`config.mk`:
```
export PLATFORM = sky130hd
export DESIGN_NAME = axis_result_fifo
export DESIGN_NICKNAME = d
export VERILOG_FILES = /design/src/rtl/axis_result_fifo.sv
export SDC_FILE = /design/constraint.sdc
export NUM_CORES = 1
export LEC_CHECK = 0
export ABC_AREA = 1
export CAP_MARGIN = 25
export CORE_MARGIN = 2
export CORE_UTILIZATION = 30
export CTS_CLUSTER_DIAMETER = 40
export CTS_CLUSTER_SIZE = 30
export DETAILED_ROUTE_END_ITERATION = 12
export PLACE_DENSITY = 0.58
export REMOVE_ABC_BUFFERS = 1
export SYNTH_ARGS = -nofsm -noshare
export SYNTH_HDL_FRONTEND = slang
export SYNTH_SLANG_ARGS = --single-unit
```
`constraint.sdc`:
```
create_clock -name aclk -period 4 [get_ports aclk]
set_input_delay 0.8 -clock aclk [delete_from_list [all_inputs] [get_ports aclk]]
set_output_delay 0.8 -clock aclk [all_outputs]
set_load 0.01 [all_outputs]
```
`src/rtl/axis_result_fifo.sv`:
```
// First-word-fall-through AXI-Stream result FIFO behind the FP pipeline.
// Exposes the occupancy level and almost_full so the issue logic can throttle.
module axis_result_fifo #(
  parameter int SIZE        = 64,
  parameter int DEPTH       = 16,
  parameter int AFULL_LEVEL = 12
) (
  input  logic                     aclk,
  input  logic                     aresetn,
  input  logic [SIZE-1:0]          s_axis_tdata,
  input  logic                     s_axis_tvalid,
  output logic                     s_axis_tready,
  output logic [SIZE-1:0]          m_axis_tdata,
  output logic                     m_axis_tvalid,
  input  logic                     m_axis_tready,
  output logic [$clog2(DEPTH):0]   level,
  output logic                     almost_full
);

  localparam int AW = $clog2(DEPTH);
  localparam int PW = AW + 1;

  logic [SIZE-1:0] mem [DEPTH];
  logic [AW:0]     wr_ptr;
  logic [AW:0]     rd_ptr;
  logic            empty;
  logic            full;
  logic            wr_fire;
  logic            rd_fire;

  assign empty = (wr_ptr == rd_ptr);
  assign full  = (wr_ptr[AW-1:0] == rd_ptr[AW-1:0]) && (wr_ptr[AW] != rd_ptr[AW]);

  // Ready comes only from registered pointers, so a stalled consumer never
  // reaches the pipeline combinationally.
  assign s_axis_tready = !full && aresetn;
  assign m_axis_tvalid = !empty && aresetn;
  assign m_axis_tdata  = mem[rd_ptr[AW-1:0]];

  assign wr_fire = s_axis_tvalid && s_axis_tready;
  assign rd_fire = m_axis_tvalid && m_axis_tready;

  always_ff @(posedge aclk) begin
    if (!aresetn) begin
      wr_ptr <= '0;
      rd_ptr <= '0;
      level  <= '0;
    end else begin
      if (wr_fire) wr_ptr <= wr_ptr + PW'(1);
      if (rd_fire) rd_ptr <= rd_ptr + PW'(1);
      case ({wr_fire, rd_fire})
        2'b10:   level <= level + PW'(1);
        2'b01:   level <= level - PW'(1);
        default: level <= level;
      endcase
    end
  end

  // Storage is intentionally left uncleared on reset.
  always_ff @(posedge aclk) begin
    if (wr_fire) mem[wr_ptr[AW-1:0]] <= s_axis_tdata;
  end

  assign almost_full = (level >= PW'(AFULL_LEVEL));

endmodule
```
==> results of run 1 <==
-- cells in the final DEF, fill, tap and decap left out, types with 9 or more instances in the layout --
master / netlist / layout
inv_1: 279 / 277
o21ai_1: 30 / 30
buf_12: 0 / 40
nor2_1: 24 / 9
clkinvlp_4: 0 / 10
edfxtp_1: 1024 / 1024
inv_6: 0 / 20
bufinv_16: 0 / 17
clkinv_4: 0 / 13
buf_4: 24 / 42
clkinv_2: 0 / 9
inv_8: 0 / 16
clkdlybuf4s50_1: 0 / 139
clkbuf_16: 0 / 119
nor2_4: 0 / 16
o211ai_1: 257 / 257
dfxtp_1: 19 / 15
o21ai_0: 270 / 270
mux2i_1: 256 / 256
nand3_1: 102 / 102
a21oi_1: 271 / 271
nand2_1: 95 / 95
-- power by group through the flow --
| stage | Clock [mW] | Combinational (mW) | Sequential [mW] |
|---|---|---|---|
| 3_3_place_gp | 0 | 1.86 | 12.3 |
| 6_report | 11.5 | 1.86 | 12.1 |
| 4_1_cts | 11.7 | 1.88 | 12.1 |
| 5_1_grt | 12.1 | 2.05 | 12.1 |
| 2_1_floorplan | 0 | 1.29 | 12.5 |
| 3_5_place_dp | 0 | 1.87 | 12.3 |
-- flip-flops by register name, summed over array words and instances, names as in the netlist, named ones only --
| name | count |
|---|---|
| mem | 1024 |
| rd_ptr | 5 |
| level | 5 |
| wr_ptr | 5 |
-- logic make-up after synthesis --
logic type	Yosys count
xor+xnor	6
simple gates	239
flops	1043
fa+ha+maj	7
mux	256
buf+inv	470
compound gates	829
-- worst register-to-register path, cell delays in order, from the launching register on --
cell and delay [ns]:
dfxtp_1 0.37, inv_1 0.17, nand2_1 0.07, nand2_1 0.06, nor2_1 0.06, nand3b_2 0.12, nand3_4 0.14, inv_2 0.18
nand2_1 0.25, nor2_4 0.58, buf_12 0.29
-- synth_stat cells (all sizes together) --
master     n
xor2       3
nor2      27
o21ai    300
dfxtp     19
nor4       1
xnor2      3
buf       85
mux2i    256
edfxtp  1024
o211ai   257
ha         7
nand2    100
nand3b     1
a21oi    271
o21a       1
inv      285
nand4      3
clkbuf   100
nor3       3
nand3    104
-- layout make-up --
type,count,area (um^2)
Antenna cell,2,5.005
Clock buffer,125,3000
Tap cell,1794,2245
Inverter,285,1082
Sequential cell,1043,31140
Timing Repair Buffer,224,2557
Multi-Input combinational cell,1337,8715
Fill cell,12819,87700
Clock inverter,97,1216
-- stage by stage --
step | power [mW] | hold WS (ns) | TNS (ns) | instance area [um^2] | util
3_3_place_gp | 14.20 | 0.4647 | 0 | 45690 | 0.3319
3_5_place_dp | 14.21 | 0.4749 | 0 | 45690 | 0.3319
5_1_grt | 26.24 | 0.5095 | 0 | 49960 | 0.3629
6_report | 25.42 | 0.4755 | 0 | 49970 | 0.3630
2_1_floorplan | 13.81 | 0.4508 | -1184.81 | 40800 | -
4_1_cts | 25.69 | 0.4822 | 0 | 49920 | 0.3626
-- layer usage --
| metal | share of wire | global-route usage |
|---|---|---|
| met4 | 0.020 | 0.03917 |
| met2 | 0.46 | 0.2169 |
| met1 | 0.47 | 0.1959 |
| met5 | 0.0012 | 0 |
| met3 | 0.051 | 0.02626 |
-- timing repair --
action | 4_1_cts | 5_1_grt
setup buffers | 1 | 3
endpoints found under the hold margin | 0 | 0
setup endpoints to repair | 5 | 3
gates resized for setup | 1 | 1
-- worst paths after layout --
kind / endpoint / from / cells past startpoint
max reg2reg: mem[4][47] / wr_ptr[0] / 10
min: rd_ptr[4] / rd_ptr[4] / 2
min reg2reg: rd_ptr[4] / rd_ptr[4] / 2
max: m_axis_tdata[53] / register / 7
==> results.ini, run 1 <==
[outcome]
status = finished, final reports clean

[synthesis]
synth_cell_types = 30
synth-seq-area-share = 0.7473
synth-simple-area-share = 0.02640
synth-adder-area-share = 0.002103
synth-compound-area-share = 0.1151
avgSynthCellArea_um2 = 14.62
synth_top_area_share = 0.7382
synthMuxAreaShare = 0.06152
ys_top_cells_by_area = edfxtp_1 (74%), mux2i_1 (6.2%), o211ai_1 (4.6%)
synth_xor_area_frac = 0.001262
ys_warn_count = 0
synth_seq_cells = 1043
synth_cells = 2850
yosysTopAreaCell = edfxtp_1
syn_area_um2 = 41650
synth_top_family_by_area = compound AO/OA/AOI/OAI gates

[critical_path]
required_ns = 3.20
startpoint_type = register
slowest_delay_ns = 0.58
cp_cell_sequence = buf_12, buf_12, mux2i_1, o211ai_1, nand3_1, nand2_1, clkdlybuf4s50_1
path_class = reg -> out
crit_slowest_cell = clkdlybuf4s50_1
reg2reg_setup_slack_ns = 1.38
crit_family = buffers and inverters
setup.worst_path.end_class = output port
crit_fanout = 70
cp_common_cell = buf_12
worstPathArrival_ns = 2.97
path_buf_inv = 3

[global_route]
grt-ovfl-total = 0
grt_use_total = 0.1386
grt_pass1_wl_um = 149300
grt_pass1_vias = 23248
grt_max_degree = 95
grt_antenna_before_repair = 10

[flow_run]
drv_cap = 0

[cts]
clk_pin_slew_ns = 0.05
numClockSinks = 1043
cts_root_buf = clkbuf_16
cts_buffers = 118
htreeDepth = 3
cts_tree = done
cts_hold_buffers = 0
clk_latency_ns = 0.72
cts_max_path_buffers = 3

[timing]
fin_ws_ns = 0.2328
hold_viol = 0
final_max_slew_viol_count = 0
finClkSkew_ns = 0.04378
setup_viol_count_final = 0
finalCritPeriodShare = 0.9418
period_minus_slack_ns = 3.767
max-slew-margin-rel = 0.4826
worst_pin_slew_ns = 0.7736
rsz0062_at_grt = false
max_freq_ghz = 0.2655

[floorplanning]
dieArea_um2 = 141800
initial_core_util = 0.3026
die_h_um = 376.6
row_count = 136
die_w_um = 376.6
core_area_um2 = 137700
ios = 140

[cells_and_area]
drive_gt1_frac = 0.1067
syn2layout_area_growth_pct = 19.95
stdcell_count = 4907
nets = 3084

[placement]
port_buffers = 139
dpl_worst_slack_ns = 0.5246
dp.final_hpwl_um = 53500
place_inst = 4679
gp_congestion = 0.7255

[power]
p_switching_mw = 5.897
leakage_nw = 16.16
p_int_mw = 19.52
p_per_area_nw_per_um2 = 508.7
comb_power_share = 0.073
switching_share = 0.2320
ir_worst_vdd_mv = 0.3443
pwr-share-seq = 0.476
clockPowerShare = 0.451

[drt]
drc = 0
wl_um = 99750
vias = 23676
drtIter0Drc = 1952
drt.antenna.violating_nets = 0
wl_per_cell_um = 20.33
first_pass_iters = 5
vias_per_cell = 4.825

[hold_path]
min_path_type = reg -> reg

(Power assumes the default switching activity.)
==> run 2: changes to the inputs <==
- CTS_BUF_LIST: not set -> sky130_fd_sc_hd__clkbuf_4 sky130_fd_sc_hd__clkbuf_8 sky130_fd_sc_hd__clkbuf_16
- CTS_CLUSTER_SIZE: 30 -> not set
==> results.ini, run 2 (synthesized netlist as in run 1, its figures left out) <==
[outcome]
status = finished, final reports clean  ; unchanged

[timing]
hold_viol = 0  ; unchanged
setup_viol_count_final = 0  ; unchanged
fin_ws_ns = 0.1691  ; was 0.2328 ns
rsz0062_at_grt = false  ; unchanged
max-slew-margin-rel = 0.4747  ; was 0.4826
finClkSkew_ns = 0.04689  ; was 0.04378 ns
final_max_slew_viol_count = 0  ; unchanged
max_freq_ghz = 0.2610  ; was 0.2655 GHz
worst_pin_slew_ns = 0.7854  ; was 0.7736 ns
period_minus_slack_ns = 3.831  ; was 3.767 ns
finalCritPeriodShare = 0.9577  ; was 0.9418

[hold_path]
min_path_type = reg -> reg  ; unchanged

[cts]
clk_pin_slew_ns = 0.05  ; about the same
htreeDepth = 3  ; unchanged
cts_buffers = 121  ; was 118
cts_tree = done  ; unchanged
clk_latency_ns = 0.72  ; about the same
cts_root_buf = clkbuf_16  ; unchanged
cts_max_path_buffers = 3  ; unchanged
numClockSinks = 1043  ; unchanged
cts_hold_buffers = 0  ; unchanged

[power]
ir_worst_vdd_mv = 0.3997  ; was 0.3443 mV
total_power_mw = 25.67  ; was 25.42 mW
leakage_nw = 16.24  ; was 16.16 nW
p_per_area_nw_per_um2 = 512.4  ; was 508.7 nW/um^2

[placement]
place_area_um2 = 45690  ; unchanged
dpl_worst_slack_ns = 0.5246  ; unchanged
gp_congestion = 0.7255  ; unchanged
dp.final_hpwl_um = 53500  ; unchanged
port_buffers = 139  ; unchanged

[critical_path]
crit_fanout = 32  ; was 70
path_class = reg -> out  ; unchanged
crit_slowest_cell = clkdlybuf4s50_1  ; unchanged
crit_family = buffers and inverters  ; unchanged
slowest_delay_ns = 0.55  ; was 0.58 ns
path_buf_inv = 3  ; unchanged
startpoint_type = register  ; unchanged
required_ns = 3.20  ; about the same
cp_common_cell = buf_4  ; was buf_12
worstPathArrival_ns = 3.03  ; was 2.97 ns
cp_cell_sequence = buf_4, buf_4, a21oi_1, o21ai_0, o21ai_1, o211ai_1, nand2_1, clkdlybuf4s50_1  ; was buf_12, buf_12, mux2i_1, o211ai_1, nand3_1, nand2_1, clkdlybuf4s50_1
setup.worst_path.end_class = output port  ; unchanged

[drt]
vias = 23792  ; was 23.68k
drc = 0  ; unchanged
wl_per_cell_um = 20.31  ; was 20.33 um
vias_per_cell = 4.842  ; was 4.825
drtIter0Drc = 1871  ; was 1952
wl_um = 99790  ; was 99750 um
drt.antenna.violating_nets = 0  ; unchanged
first_pass_iters = 5  ; unchanged

[global_route]
grt_pass1_vias = 23346  ; was 23.25k
grt_use_total = 0.1384  ; was 0.1386
grt_max_degree = 95  ; unchanged
grt_antenna_before_repair = 10  ; unchanged
grt-ovfl-total = 0  ; unchanged
grt_pass1_wl_um = 149500  ; was 149300 um

[cells_and_area]
nets = 3087  ; was 3084
layout_commonest_cell = edfxtp_1  ; unchanged
final_cell_area_um2 = 50090  ; was 49970 um^2
mostFrequentLayoutCells = edfxtp_1 (1024), inv_1 (277), a21oi_1 (271), o21ai_0 (270), o211ai_1 (257)  ; unchanged
syn2layout_area_growth_pct = 20.26  ; was 19.95%
drive_gt1_frac = 0.1087  ; was 0.1067
largest_reg_flops = 1024  ; unchanged

[floorplanning]
dieArea_um2 = 141800  ; unchanged
die_w_um = 376.6  ; unchanged
row_count = 136  ; unchanged
die_h_um = 376.6  ; unchanged
initial_core_util = 0.3026  ; unchanged
core_area_um2 = 137700  ; unchanged
ios = 140  ; unchanged

[flow_run]
drv_cap = 0  ; unchanged

## run 2: changes by cell type in the layout (fill, tap and decap cells not counted), moves of 2 or more
cell / previous run / this run
clkinv_2: 9 / 15
clkinv_1: 7 / 13
clkbuf_1: 6 / 0
bufinv_16: 17 / 21
inv_6: 20 / 8
clkinv_4: 13 / 6
inv_8: 16 / 4
clkbuf_16: 119 / 122
clkbuf_4: 0 / 25
buf_12: 40 / 38
buf_6: 2 / 4
## run 2: metal layers
| layer | GRT usage | vias to the layer above | share of wire |
|---|---|---|---|
| met4 | 0.03879 | 18 | 0.019 |
| met2 | 0.2165 | 537 | 0.46 |
| met5 | 0 | - | 0.0012 |
| met3 | 0.02607 | 139 | 0.051 |
| li1 | - | 11097 | - |
| met1 | 0.1961 | 12001 | 0.47 |
## run 2: tightest hold or removal path: stages, from the launching register on
cell and delay, ns:
dfxtp_1 0.31, inv_1 0.06, a21oi_1 0.05
## run 2: layout make-up
class	instances	area [um^2]
repair buffers	224	2560
fillers	12784	87570
well taps	1794	2245
diodes	2	5.005
inverters	285	1082
multi-input cells	1337	8715
flip-flops and latches	1043	31140
clock buffers	147	3241
clock inverters	82	1101
## run 2: where the power goes
group          internal [mW]  switching, mW  total (mW)
sequential              12.1         0.0341        12.1
clock                   7.18           4.51        11.7
combinational          0.724           1.13        1.86
total                   20.0           5.68        25.7
## run 2: timing repair
action	in CTS	in global routing
gates cloned	0	0
setup endpoints to repair	10	10
resized for setup	2	3
setup buffers	1	3
## run 2: through the flow
step	hold WS, ns	TNS, ns	util	std cells
after floorplan	0.4508	-1184.81	-	2665
after global placement	0.4647	0	0.3319	4679
after detailed placement	0.4749	0	0.3319	4679
after CTS	0.4819	0	0.3636	4909
after global routing	0.5093	0	0.3638	4912
final	0.4753	0	0.3639	4914
## run 2: worst paths after layout
| path | start | endpoint | slack (ns) | cells after the start |
|---|---|---|---|---|
| max reg2reg | wr_ptr[3] | mem[4][63] | 1.34 | 10 |
| min | rd_ptr[4] | rd_ptr[4] | 0.48 | 2 |
| min reg2reg | rd_ptr[4] | rd_ptr[4] | 0.48 | 2 |
| max | register | m_axis_tdata[32] | 0.17 | 8 |
